## config.mk

```make
export PLATFORM = sky130hd
export DESIGN_NAME = blit_engine
export DESIGN_NICKNAME = d
export VERILOG_FILES = /design/src/rtl/blit_engine_pkg.sv /design/src/rtl/blit_engine.sv
export SDC_FILE = /design/constraint.sdc
export NUM_CORES = 1
export LEC_CHECK = 0
export ABC_AREA = 1
export CAP_MARGIN = 5
export CORE_ASPECT_RATIO = 2
export CORE_MARGIN = 2
export CORE_UTILIZATION = 55
export DETAILED_ROUTE_END_ITERATION = 10
export GPL_TIMING_DRIVEN = 0
export HOLD_SLACK_MARGIN = 0.05
export PLACE_DENSITY = 0.79
export SYNTH_ARGS = -nofsm -noshare
export SYNTH_HDL_FRONTEND = slang
export SYNTH_SLANG_ARGS = --single-unit
```

## constraint.sdc

```tcl
create_clock -name clk -period 3.69 [get_ports clk]
set_clock_uncertainty 0.15 [all_clocks]
set_input_delay 0.5535 -clock clk [delete_from_list [all_inputs] [get_ports clk]]
set_output_delay 0.5535 -clock clk [all_outputs]
set_load 0.05 [all_outputs]
```

## src/rtl/blit_engine_pkg.sv

```systemverilog
// Shared Xosera definitions: blitter register numbers and blitter FSM encodings,
// common to the blitter and the video generator.
package blit_engine_pkg;

    localparam logic [3:0] REG_OP_MODE  = 4'h6;
    localparam logic [3:0] REG_OP_COUNT = 4'h7;
    localparam logic [3:0] REG_ADDR_A   = 4'h9;
    localparam logic [3:0] REG_DATA_A   = 4'hA;
    localparam logic [3:0] REG_INCR_A   = 4'hB;
    localparam logic [3:0] REG_ADDR_B   = 4'hD;
    localparam logic [3:0] REG_INCR_B   = 4'hF;

    typedef enum logic [2:0] {
        ST_IDLE      = 3'd0,
        ST_FILL      = 3'd1,
        ST_COPY_RD   = 3'd2,
        ST_COPY_WAIT = 3'd3,
        ST_COPY_WR   = 3'd4
    } blit_state_e;

endpackage

```

## src/rtl/blit_engine.sv

```systemverilog
// VRAM blitter: fills or copies a run of words using the VRAM slots that the
// video generator grants through blit_cycle_i.
//
// state        | meaning
// -------------+----------------------------------------------------------
// ST_IDLE      | no operation; waits for a nonzero OP_COUNT write
// ST_FILL      | writes DATA_A to addrA on each granted cycle
// ST_COPY_RD   | issues a read of addrB on the next granted cycle
// ST_COPY_WAIT | lets the read strobe complete, then captures the read word
// ST_COPY_WR   | writes the captured word to addrA on the next granted cycle
module blit_engine
    import blit_engine_pkg::*;
#(
    parameter int ADDR_W = 16
) (
    input  logic              clk,
    input  logic              reset_n_i,
    input  logic              blit_cycle_i,
    input  logic              reg_wr_i,
    input  logic [3:0]        reg_num_i,
    input  logic [15:0]       reg_data_i,
    output logic              vram_sel_o,
    output logic              vram_wr_o,
    output logic [ADDR_W-1:0] vram_addr_o,
    output logic [15:0]       vram_data_o,
    input  logic [15:0]       vram_data_i,
    output logic              busy_o,
    output logic              done_o
);

    blit_state_e state_q, state_d;
    logic busy_q, busy_d, done_q, done_d;
    logic sel_q, sel_d, wr_q, wr_d, wait_q, wait_d;
    logic [ADDR_W-1:0] addr_q, addr_d;
    logic [15:0] data_q, data_d, hold_q, hold_d, count_q, count_d, data_a_q, data_a_d;
    logic [ADDR_W-1:0] addr_a_q, addr_a_d, addr_b_q, addr_b_d;
    logic [ADDR_W-1:0] incr_a_q, incr_a_d, incr_b_q, incr_b_d;

    logic sh_mode_q;
    logic [15:0] sh_data_a_q;
    logic [ADDR_W-1:0] sh_addr_a_q, sh_incr_a_q, sh_addr_b_q, sh_incr_b_q;

    logic start;

    always_ff @(posedge clk or negedge reset_n_i) begin
        if (!reset_n_i) begin
            sh_mode_q   <= 1'b0;
            sh_data_a_q <= '0;
            sh_addr_a_q <= '0;
            sh_incr_a_q <= '0;
            sh_addr_b_q <= '0;
            sh_incr_b_q <= '0;
        end else if (reg_wr_i) begin
            unique case (reg_num_i)
                REG_OP_MODE: sh_mode_q   <= reg_data_i[0];
                REG_ADDR_A:  sh_addr_a_q <= reg_data_i[ADDR_W-1:0];
                REG_DATA_A:  sh_data_a_q <= reg_data_i;
                REG_INCR_A:  sh_incr_a_q <= reg_data_i[ADDR_W-1:0];
                REG_ADDR_B:  sh_addr_b_q <= reg_data_i[ADDR_W-1:0];
                REG_INCR_B:  sh_incr_b_q <= reg_data_i[ADDR_W-1:0];
                default: ;
            endcase
        end
    end

    // done_q excludes the completion cycle, where state is already back in IDLE.
    assign start = reg_wr_i && (reg_num_i == REG_OP_COUNT) && (reg_data_i != 16'd0)
                   && (state_q == ST_IDLE) && !done_q;

    always_comb begin
        state_d  = state_q;
        busy_d   = busy_q;
        done_d   = 1'b0;
        sel_d    = 1'b0;
        wr_d     = wr_q;
        addr_d   = addr_q;
        data_d   = data_q;
        hold_d   = hold_q;
        wait_d   = wait_q;
        count_d  = count_q;
        data_a_d = data_a_q;
        addr_a_d = addr_a_q;
        addr_b_d = addr_b_q;
        incr_a_d = incr_a_q;
        incr_b_d = incr_b_q;
        unique case (state_q)
            ST_IDLE: begin
                if (start) begin
                    addr_a_d = sh_addr_a_q;
                    addr_b_d = sh_addr_b_q;
                    incr_a_d = sh_incr_a_q;
                    incr_b_d = sh_incr_b_q;
                    data_a_d = sh_data_a_q;
                    count_d  = reg_data_i;
                    busy_d   = 1'b1;
                    state_d  = sh_mode_q ? ST_COPY_RD : ST_FILL;
                end
            end
            ST_FILL, ST_COPY_WR: begin
                if (blit_cycle_i) begin
                    sel_d    = 1'b1;
                    wr_d     = 1'b1;
                    addr_d   = addr_a_q;
                    data_d   = (state_q == ST_FILL) ? data_a_q : hold_q;
                    addr_a_d = addr_a_q + incr_a_q;
                    count_d  = count_q - 16'd1;
                    if (count_q == 16'd1) begin
                        state_d = ST_IDLE;
                        busy_d  = 1'b0;
                        done_d  = 1'b1;
                    end else if (state_q == ST_COPY_WR) begin
                        state_d = ST_COPY_RD;
                    end
                end
            end
            ST_COPY_RD: begin
                if (blit_cycle_i) begin
                    sel_d    = 1'b1;
                    wr_d     = 1'b0;
                    addr_d   = addr_b_q;
                    addr_b_d = addr_b_q + incr_b_q;
                    wait_d   = 1'b0;
                    state_d  = ST_COPY_WAIT;
                end
            end
            ST_COPY_WAIT: begin
                // First cycle is the registered read strobe itself; data follows one cycle later.
                if (!wait_q) begin
                    wait_d = 1'b1;
                end else begin
                    hold_d  = vram_data_i;
                    state_d = ST_COPY_WR;
                end
            end
            default: state_d = ST_IDLE;
        endcase
    end

    always_ff @(posedge clk or negedge reset_n_i) begin
        if (!reset_n_i) begin
            state_q  <= ST_IDLE;
            busy_q   <= 1'b0;
            done_q   <= 1'b0;
            sel_q    <= 1'b0;
            wr_q     <= 1'b0;
            addr_q   <= '0;
            data_q   <= '0;
            hold_q   <= '0;
            wait_q   <= 1'b0;
            count_q  <= '0;
            data_a_q <= '0;
            addr_a_q <= '0;
            addr_b_q <= '0;
            incr_a_q <= '0;
            incr_b_q <= '0;
        end else begin
            state_q  <= state_d;
            busy_q   <= busy_d;
            done_q   <= done_d;
            sel_q    <= sel_d;
            wr_q     <= wr_d;
            addr_q   <= addr_d;
            data_q   <= data_d;
            hold_q   <= hold_d;
            wait_q   <= wait_d;
            count_q  <= count_d;
            data_a_q <= data_a_d;
            addr_a_q <= addr_a_d;
            addr_b_q <= addr_b_d;
            incr_a_q <= incr_a_d;
            incr_b_q <= incr_b_d;
        end
    end

    assign vram_sel_o  = sel_q;
    assign vram_wr_o   = wr_q;
    assign vram_addr_o = addr_q;
    assign vram_data_o = data_q;
    assign busy_o      = busy_q;
    assign done_o      = done_q;

endmodule

```

==> flow_metrics.py <==
metrics = {
    "status": {
        "status": "finished, final reports clean",
    },
    "clock_tree": {
        "cts.clk_slew.worst_paths_ns": 0.07,
        "htreeDepth": 1,
        "clock-root-buffer": "clkbuf_16",
        "clock_latency_ns": 0.52,
        "cts_tree": "built",
        "cts_buffer_depth": 3,
        "post_cts_buffers": 0,
        "clkSinkCount": 233,
        "cts_made_buffers": 21,
    },
    "routing": {
        "routed-wl-met2_um": 18140,
        "top_layer": "met4",
        "wl_um": 34740,
        "vias": 10580,
        "drcViolationCount": 0,
        "via_per_inst": 5.457,
        "wl_met1_um": 11760,
        "wl_per_cell_um": 17.92,
        "drt-pass1-iter-count": 5,
        "drtAntennaViolNets": 0,
        "drt_iter0_markers": 812,
        "wl_met3_um": 1454,
    },
    "worst_setup_path": {
        "cp-start-kind": "flip-flop",
        "crit_type": "reg2out",
        "critPathTopFamily": "buffers and inverters",
        "crit_path_cell_trace": "clkdlybuf4s50_1",
        "critPathMaxStageDelay_ns": 0.84,
        "crit_buf_inv": 1,
        "required_ns": 2.99,
        "end_kind": "output pin",
        "crit_arrival_ns": 1.79,
        "critPathSlowestCell": "clkdlybuf4s50_1",
        "cp_max_fo": 3,
    },
    "global_routing": {
        "antenna_found_initial": 0,
        "grt_usage": 0.3129,
        "grt_max_degree": 122,
        "grt_first_pass_wirelength_um": 54550,
        "grt_pass1_vias": 10720,
        "gr-total-overflow": 0,
    },
    "timing": {
        "slew_violations": 0,
        "layout_setup_ws_ns": 1.197,
        "rsz0062_at_grt": "no",
        "fin_crit_sh": 0.6757,
        "slew_headroom": 0.4141,
        "fin_crit_ns": 2.493,
        "max_freq_ghz": 0.4010,
        "hold_viol": 0,
        "setup_viol": 0,
        "worst_pin_slew_ns": 0.8789,
    },
    "floorplanning": {
        "die_h_um": 212.5,
        "rows": 76,
        "start_util": 0.5587,
        "design.core.area_um2": 21400,
        "dieWidth_um": 108.2,
        "ios": 76,
        "fp.dieArea_um2": 23000,
    },
    "synthesis": {
        "yosysUniqueCellTypes": 36,
        "yosysSeqAreaShare": 0.4878,
        "syn_nets": 1625,
        "syn-cell-area_um2": 11950,
        "syn_inst": 1551,
        "yosys_register_bits": 233,
        "yosysWarningCount": 0,
        "syn_area_per_cell_um2": 7.707,
    },
    "pwr": {
        "vdd_drop_max_v": 0.0006594,
        "power_mw": 12.58,
        "power_density_nw_per_um2": 913.0,
        "p_leak_nw": 6.925,
    },
    "placement": {
        "dp_slack_ns": 0.7883,
        "gp_congestion": 0.9494,
        "port_buffers": 75,
        "hpwlAfterDp_um": 26490,
    },
    "layout": {
        "diodes": 0,
        "multi_input_area_um2": 5119,
        "register_area_um2": 5831,
        "fillers": 1809,
        "nNetsFinal": 1725,
        "drive_gt1_frac": 0.06787,
        "area_delta_synth_final_pct": 15.29,
    },
    "min_path": {
        "min-delay-path-class": "reg2reg",
    },
    "flow_run": {
        "cap_violations": 0,
    },
}
stage by stage:
step                std cells  utilization   TNS, ns  instance area, um2  hold slack, ns
CTS                      1938       0.6442         0               13780          0.3413
global route             1938       0.6442         0               13780          0.3639
detailed placement       1900       0.6113         0               13080          0.3228
finish                   1938       0.6442         0               13780          0.3383
floorplan                1551            -         0               11950          0.1079
global placement         1899       0.6098  -1784.41               13050          0.3112
final timing paths:
path	slack (ns)	depth (start not counted)	to	startpoint
max	1.20	1	done_o	done_o
min	0.34	2	sh_addr_a_q[0]	sh_addr_a_q[0]
max reg2reg	1.43	11	addr_a_q[6]	addr_a_q[0]
min reg2reg	0.34	2	sh_addr_a_q[0]	sh_addr_a_q[0]
max in group asynchronous	1.78	3	incr_b_q[1]	reset_n_i
min in group asynchronous	0.51	2	count_q[10]	reset_n_i
cells in the final DEF (no fill, tap or decap), types with 4 or more instances in the layout:
cell and n:
o21ai_0 123, nor3_1 4, buf_2 18, nand2_2 5, clkbuf_1 27, a21oi_1 20
clkdlybuf4s50_1 74, nand4_1 8, nor2_1 143, xnor2_1 7, inv_2 4, clkbuf_16 21
inv_1 174, or2_2 8, buf_6 10, dfrtp_1 233, a31oi_1 36, nand2_1 554
ha_1 32, mux2_2 16, nand3_1 62, o21ai_1 37, nand3b_1 4, buf_4 4
final cells by class:
| type | count | area share |
|---|---|---|
| Sequential cell | 233 | 0.4231 |
| Multi-Input combinational cell | 1081 | 0.3714 |
| Timing Repair Buffer | 77 | 0.05756 |
| Inverter | 181 | 0.04948 |
| Clock buffer | 27 | 0.04194 |
| Tap cell | 273 | 0.02478 |
| Buffer | 56 | 0.02342 |
| Clock inverter | 10 | 0.008352 |
timing repair:
item / in CTS / in global routing
endpoints found under the hold margin: 112 / 0
gates resized for setup: 0 / 0
hold buffers: 1 / 0
Yosys cell counts (all sizes together):
master	instances	area [um2]
dfrtp	233	5831
a21oi	20	100.1
buf	32	232.7
or2	8	50.05
nand3	65	362.9
clkbuf	24	90.09
o22ai	1	6.260
inv	179	674.4
nor2	146	560.5
nor3	6	46.30
nand3b	4	30.03
a31oi	36	225.2
fa	2	40.04
o211ai	3	22.52
mux2	16	180.2
clkinv	2	7.510
and2	3	18.77
xnor2	7	61.31
xor2	2	17.52
nand2	561	2133
ha	32	400.4
o21ai	160	800.8
nand4	9	62.56
tightest hold or removal path: stages, from the launching register on:
cell	delay (ns)
dfrtp_1	0.34
nand2_1	0.05
o21ai_0	0.06
cell families after synthesis:
family                     synth area share
and+or+nand+nor                      0.2731
adders and majority gates           0.03684
DFF                                  0.4878
xor gates and xnor gates           0.006594
buffers and inverters               0.08405
AOI/OAI and AO/OA                   0.09661
muxes                               0.01507
report_power, final:
part	switching (mW)	internal [mW]
combinational	3.93	2.11
clock	0.984	1.26
sequential	0.745	3.56
routing by layer:
metal | up-vias | GRT usage
li1 | 5091 | -
met1 | 5005 | 0.3142
met2 | 321 | 0.5591
met3 | 159 | 0.03832
met4 | 0 | 0.2644
met5 | - | 0
(Power assumes the default switching activity.)
